File: src/rtl/cache_fill_ctrl.sv
// Line-fill controller shared by the I-cache and D-cache: owns the memory read port,
// streams a 16-byte line in as eight 16-bit words, then writes the tag. D-cache wins ties.
module cache_fill_ctrl #(
    parameter int LINE_WORDS = 8,
    parameter int ADDR_W     = 16
) (
    input  logic              clk,
    input  logic              rst,
    input  logic              icache_miss,
    input  logic [ADDR_W-1:0] icache_miss_addr,
    input  logic              dcache_miss,
    input  logic [ADDR_W-1:0] dcache_miss_addr,
    input  logic [15:0]       mem_data_in,
    input  logic              mem_data_valid,
    output logic              mem_en,
    output logic [ADDR_W-1:0] mem_addr,
    output logic [ADDR_W-1:0] fill_addr,
    output logic [15:0]       fill_data,
    output logic [7:0]        fill_tag,
    output logic              icache_write_data,
    output logic              icache_write_tag,
    output logic              dcache_write_data,
    output logic              dcache_write_tag,
    output logic              icache_stall,
    output logic              dcache_stall,
    output logic              fill_done
);

    // state     | meaning
    // IDLE      | waiting for a miss; stalls mirror the miss inputs
    // FILL      | issuing line reads and writing returned words into the data array
    // WRITE_TAG | writing the tag (valid) of the filled line
    // DONE      | one-cycle completion pulse, owner released
    localparam int OFF_W  = $clog2(LINE_WORDS);
    localparam int BASE_W = ADDR_W - OFF_W - 1;

    typedef enum logic [1:0] {IDLE, FILL, WRITE_TAG, DONE} state_t;

    state_t            state, state_nxt;
    logic              owner_d;
    logic [BASE_W-1:0] line_base;
    logic [OFF_W-1:0]  iss_cnt;
    logic [OFF_W-1:0]  rcv_cnt;
    logic              iss_done;
    logic              unused_addr_bits;

    assign unused_addr_bits = ^{icache_miss_addr[OFF_W:0], dcache_miss_addr[OFF_W:0]};

    always_ff @(posedge clk or posedge rst) begin
        if (rst) begin
            state     <= IDLE;
            owner_d   <= 1'b1;
            line_base <= '0;
            iss_cnt   <= '0;
            rcv_cnt   <= '0;
            iss_done  <= 1'b0;
        end else begin
            state <= state_nxt;
            if (state == IDLE) begin
                iss_cnt  <= '0;
                rcv_cnt  <= '0;
                iss_done <= 1'b0;
                if (dcache_miss) begin
                    owner_d   <= 1'b1;
                    line_base <= dcache_miss_addr[ADDR_W-1:OFF_W+1];
                end else if (icache_miss) begin
                    owner_d   <= 1'b0;
                    line_base <= icache_miss_addr[ADDR_W-1:OFF_W+1];
                end
            end else if (state == FILL) begin
                if (!iss_done) begin
                    iss_cnt <= iss_cnt + 1'b1;
                    if (iss_cnt == OFF_W'(LINE_WORDS - 1))
                        iss_done <= 1'b1;
                end
                if (mem_data_valid)
                    rcv_cnt <= rcv_cnt + 1'b1;
            end
        end
    end

    always_comb begin
        state_nxt         = state;
        mem_en            = 1'b0;
        mem_addr          = '0;
        fill_addr         = '0;
        fill_data         = '0;
        fill_tag          = '0;
        icache_write_data = 1'b0;
        icache_write_tag  = 1'b0;
        dcache_write_data = 1'b0;
        dcache_write_tag  = 1'b0;
        icache_stall      = 1'b0;
        dcache_stall      = 1'b0;
        fill_done         = 1'b0;

        case (state)
            IDLE: begin
                icache_stall = icache_miss;
                dcache_stall = dcache_miss;
                if (dcache_miss || icache_miss)
                    state_nxt = FILL;
            end
            FILL: begin
                icache_stall = owner_d ? icache_miss : 1'b1;
                dcache_stall = owner_d ? 1'b1 : dcache_miss;
                if (!iss_done) begin
                    mem_en   = 1'b1;
                    mem_addr = {line_base, iss_cnt, 1'b0};
                end
                // Tag is written last so the cache keeps missing and its victim way stays put.
                if (mem_data_valid) begin
                    icache_write_data = !owner_d;
                    dcache_write_data = owner_d;
                    fill_addr         = {line_base, rcv_cnt, 1'b0};
                    fill_data         = mem_data_in;
                    if (rcv_cnt == OFF_W'(LINE_WORDS - 1))
                        state_nxt = WRITE_TAG;
                end
            end
            WRITE_TAG: begin
                icache_stall     = owner_d ? icache_miss : 1'b1;
                dcache_stall     = owner_d ? 1'b1 : dcache_miss;
                icache_write_tag = !owner_d;
                dcache_write_tag = owner_d;
                fill_addr        = {line_base, {(OFF_W + 1){1'b0}}};
                fill_tag         = {line_base[BASE_W-1 -: 6], 1'b1, 1'b0};
                state_nxt        = DONE;
            end
            DONE: begin
                icache_stall = owner_d ? icache_miss : 1'b0;
                dcache_stall = owner_d ? 1'b0 : dcache_miss;
                fill_done    = 1'b1;
                state_nxt    = IDLE;
            end
            default: state_nxt = IDLE;
        endcase

        // State is already IDLE under reset; only the pass-through stalls need forcing low.
        if (rst) begin
            icache_stall = 1'b0;
            dcache_stall = 1'b0;
        end
    end

endmodule

File: config.mk
export PLATFORM = sky130hd
export DESIGN_NAME = cache_fill_ctrl
export DESIGN_NICKNAME = d
export VERILOG_FILES = /design/src/rtl/cache_fill_ctrl.sv
export SDC_FILE = /design/constraint.sdc
export NUM_CORES = 1
export LEC_CHECK = 0
export CORE_MARGIN = 2
export CORE_UTILIZATION = 35
export CTS_BUF_LIST = sky130_fd_sc_hd__clkbuf_4 sky130_fd_sc_hd__clkbuf_8 sky130_fd_sc_hd__clkbuf_16
export DETAILED_ROUTE_END_ITERATION = 7
export PLACE_DENSITY_LB_ADDON = 0.2
export SYNTH_ARGS = -nofsm -noshare
export SYNTH_HDL_FRONTEND = slang
export SYNTH_SLANG_ARGS = --single-unit
File: constraint.sdc
create_clock -name clk -period 2.12 [get_ports clk]
set_clock_uncertainty 0.15 [all_clocks]
set_input_delay 0.318 -clock clk [delete_from_list [all_inputs] [get_ports clk]]
set_output_delay 0.318 -clock clk [all_outputs]
set_load 0.005 [all_outputs]
Word-level counts from Yosys, hierarchy flattened
Cells that the tools add are included.
{"block": "op_classes", "n_addsub": 2, "multipliers": 0, "n_div": 0, "n_lt_le_gt_ge": 0, "n_eq_ne": 9, "shifts": 0, "n_mux": 42, "bitwise": 0, "reduce_logical": 11}
{"operator": "2-to-1 mux 16 bit", "count": 5}
{"operator": "one-hot mux 16 bit (2 select lines)", "count": 1}
{"operator": "2-to-1 mux 12 bit", "count": 2}
{"operator": "2-to-1 mux 1 bit", "count": 21}
{"operator": "2-to-1 mux 3 bit", "count": 6}
{"operator": "2-to-1 mux 8 bit", "count": 1}
{"operator": "one-hot mux 2 bit (4 select lines)", "count": 1}
{"operator": "adder 3 x 1 -> 3 bit (second input constant)", "count": 2}
{"operator": "equality test 3 bit (second input constant)", "count": 2}
{"operator": "2-to-1 mux 2 bit", "count": 3}
{"operator": "inequality test 2 x 1 -> 1 bit (second input constant)", "count": 3}
{"operator": "one-hot mux 1 bit (3 select lines)", "count": 2}
{"operator": "AND reduction 2 bit", "count": 3}
{"operator": "nonzero test 2 bit", "count": 3}
{"operator": "equality test 2 bit (second input constant)", "count": 2}
{"operator": "AND reduction 3 bit", "count": 1}
{"operator": "equality test 2 x 1 -> 1 bit (second input constant)", "count": 1}
{"operator": "zero test 2 bit", "count": 1}
{"operator": "inequality test 2 bit (second input constant)", "count": 1}
{"operator": "OR reduction 2 bit", "count": 1}
{"operator": "zero test 1 bit", "count": 1}
{"operator": "logical OR 1 bit", "count": 1}
{"block": "word_totals", "reg_bits": 22, "latch_bits": 0, "mem_bits_rw": 0, "rom_bits": 0, "output_inout_bits": 64, "elab_cells": 70, "mem_count": 0}

Depth between registers and ports, before layout
{"block": "logic_depth", "word_depth": 5, "ltp_mapped": 6}

Worst setup path before layout
Ideal clock, no wire load.
{"block": "synth_path", "path_type": "register to output", "startpoint": "register state[1]", "endpoint": "output fill_addr[10]", "arrival_ns": 1.352, "t_required_ns": 1.652, "path_slack_ns": 0.300, "stages_incl_launch_ff": 7, "path_buffers": 1, "cell_sequence": "dfrtp_1 -> inv_1 -> ha_1 -> and2_4 -> buf_6 -> o21a_4 -> and2_1"}
{"block": "synth_between", "elab_chain_len": 2}
{"item": "start: declaration", "line_no": "39", "rtl": "state_t state, state_nxt;"}
{"item": "start signal: assignment", "line_no": "58", "rtl": "state <= state_nxt;"}
{"item": "equality test 2 bit / equality test 2 x 1 -> 1 bit (equally long branches)", "line_no": "97", "rtl": "case (state)"}
{"item": "one-hot mux 16 bit (2 select lines) (*)", "line_no": "97"}
{"item": "end: declaration", "line_no": "17", "rtl": "output logic [ADDR_W-1:0] fill_addr,"}
Mark *: on every way between the ends. The rest lies on a longest branch, timed or not.

Final worst setup path
{"block": "layout_path", "startpoint": "register state[0]", "endpoint": "output mem_addr[7]"}
{"block": "layout_between", "elab_chain_len": 2}
{"item": "equality test 2 x 1 -> 1 bit", "line_no": "97"}
{"item": "2-to-1 mux 16 bit", "line_no": "97"}
{"item": "end: declaration", "line_no": "16", "rtl": "output logic [ADDR_W-1:0] mem_addr,"}
Every way passes these cells.

==> results.toml <==
[outcome]
status = "finished, violations left"
violations = "negative setup slack"

[timing]
final-hold-violation-count = 0
fin_crit_sh = 1.04
fin_ws_ps = -95.3
maxSlewViolCount = 0
setup_viol = 27
fmax_mhz = 451
holdWs_ps = 360
period_needed_ps = 2220
rsz0062_at_grt = "yes"

[synth]
synth-seq-area-share = 0.332
synth_seq_cells = 22
muxShareOfSynthArea = 0.0993
synth_compound_area_frac = 0.106
synthXorXnorAreaFrac = 0.0105
synth_cell_types = 29
synth_top_family_by_area = "simple AND/OR/NAND/NOR gates"
netlist_area_sq_um = 1660
postSynthCellCount = 185
synth-simple-area-share = 0.300
synthAdderAreaFrac = 0.0828
avgSynthCellArea_sq_um = 8.99
ys_warn_count = 0

[finish]
multi_input_area_sq_um = 1170
area_growth_pct = 88.5
nFillCells = 389
final_layout_size_suffix_gt1_frac = 0.429
regArea_sq_um = 553
stdcell_count = 371
antenna_cells = 0
nets = 382

[global_route]
grt_pass1_wl_mm = 7.82
grt_pass1_vias = 1720
overflow = 0
grtUsageTotal = 0.188
antenna_found_initial = 0
grt_max_degree = 25

[routing]
drt_iter0_markers = 27
drtPass1Iterations = 4
num_vias = 1776
drc = 0
ant_nets = 0
viasPerCell = 4.79
finalWirelength_mm = 5.15
wl_per_cell_um = 13.9

[critical_path]
reg2reg_depth = 8
worst_ep_arrival_time_ps = 1750
end_kind = "output pin"
cp_max_fo = 8
cp.required_ps = 1650
reg2reg_slack_ps = 410
timing.rr.start = "state[1]"
worstReg2RegEnd = "iss_cnt[2]"
critPathKind = "reg -> out"
cp-start-kind = "flop"

[power]
p_leak_nw = 1.63
ir_drop_v = 0.000671
p_per_area_nw_per_um2 = 1230

[cts]
cts-root-buf = "clkbuf_8"
cts_tree = "yes"
clk_pin_slew_ps = 80
clock_latency_ps = 270
cts_buffer_depth = 2
cts_buffers = 3
htreeDepth = 1
hold_buffers = 0
cts.sinks = 22

[place]
port_buffers = 105
placed_cells = 356
post-dp-hpwl_mm = 3.68
place_congestion = 0.756

[floorplan]
std_cell_rows = 25
start_util = 0.357
num_io_pins = 117
coreArea_sq_um = 4660
die_h_um = 72.9
die_area_sq_um = 5320
die_width_um = 72.9

[worst_hold_path]
hold_class = "in -> async"

[flow_run]
drv_cap = 0
-- power breakdown --
group	switching, mW	internal, mW	total (mW)
sequential	0.184	0.611	0.795
clock	0.145	0.252	0.397
combinational	1.09	1.59	2.68
-- stage by stage --
stage	total power, mW	utilization	setup slack [ps]	cell area [sq um]	setup TNS [ps]
after floorplan	1.77	-	300	1670	0
after global placement	2.84	0.616	-258	2870	-4020
after detailed placement	2.89	0.616	-279	2870	-4490
after CTS	3.52	0.646	-174	3010	-1450
after global routing	4.14	0.672	-153	3130	-3230
final	3.87	0.672	-95.3	3130	-1580
-- cells in the mapped netlist (all sizes together) --
| master | n | area [sq um] |
|---|---|---|
| and2 | 36 | 228 |
| dfrtp | 21 | 526 |
| and3 | 20 | 125 |
| nand2 | 20 | 75.1 |
| o21ai | 16 | 91.3 |
| mux2i | 15 | 150 |
| buf | 12 | 92.6 |
| ha | 11 | 138 |
| nor2 | 8 | 32.5 |
| a21oi | 5 | 25.0 |
| nor2b | 5 | 31.3 |
| inv | 3 | 11.3 |
| clkbuf | 2 | 7.51 |
| o21a | 2 | 22.5 |
| xnor2 | 2 | 17.5 |
| a21o | 1 | 7.51 |
| a22o | 1 | 8.76 |
| a22oi | 1 | 21.3 |
| and2b | 1 | 7.51 |
| conb | 1 | 3.75 |
| dfstp | 1 | 26.3 |
| mux2 | 1 | 15.0 |
-- kinds of logic (layout without fill, tap and decap cells) --
group	count (synthesis)	after routing
mux	16	16
fa+ha+maj	11	11
xor+xnor	2	2
buf+inv	17	147
simple gates	90	90
other cells	1	3
flops	22	22
compound gates	26	26
-- per-layer routing --
metal,vias to the layer above,global-route usage,share of wire
met5,-,0,0
met4,0,0.0432,0.0074
met3,4,0.0663,0.10
met2,87,0.352,0.51
met1,814,0.200,0.38
li1,871,-,-
-- state kept, by name, summed over array words and instances (netlist names) --
signal / cells
iss_cnt: 3
rcv_cnt: 3
owner_d: 1
line_base: 12
state: 2
iss_done: 1
-- layout by cell type, fill, tap and decap left out, types with 3 or more instances in the layout --
master,n
buf_4,19
nand2_1,19
ha_1,4
ha_4,5
mux2i_1,15
clkbuf_8,3
and3_1,20
clkbuf_2,18
buf_6,36
a21oi_1,3
and2_1,13
nor2b_1,3
and2_4,23
dlygate4sd2_1,11
o21ai_1,13
conb_1,3
nor2_1,6
clkdlybuf4s50_1,45
dfrtp_1,20
buf_2,9
-- timing repair --
action,CTS,global route
buffers inserted,10,1
endpoints found under the setup margin,60,38
pin swaps,16,11
resized for setup,195,78
cloned,1,0
-- how the worst max path moves through the flow --
stage | startpoint | endpoint | cells after the start
after floorplan | state[1] | fill_addr[10] | 6
after global placement | mem_data_valid | fill_addr[4] | 5
after detailed placement | mem_data_valid | fill_addr[4] | 5
after CTS | state[0] | fill_addr[12] | 6
after global routing | state[0] | mem_addr[7] | 7
final | state[0] | mem_addr[7] | 7
-- worst max-delay path, cell delays in order, from the launching register on --
cell and delay (ps):
dfrtp_2 470, ha_4 190, buf_6 110, buf_6 100, and2b_2 210, buf_6 140
and2_4 150, buf_6 100
-- final cells by class --
type,count,share of cell area
clock buffers,3,0.0132
clock inverters,1,0.00958
inverters,3,0.00439
multi-input cells,148,0.373
flip-flops and latches,22,0.176
well taps,54,0.0216
repair buffers,140,0.402
Note: power is estimated with default switching activity, not from simulation.
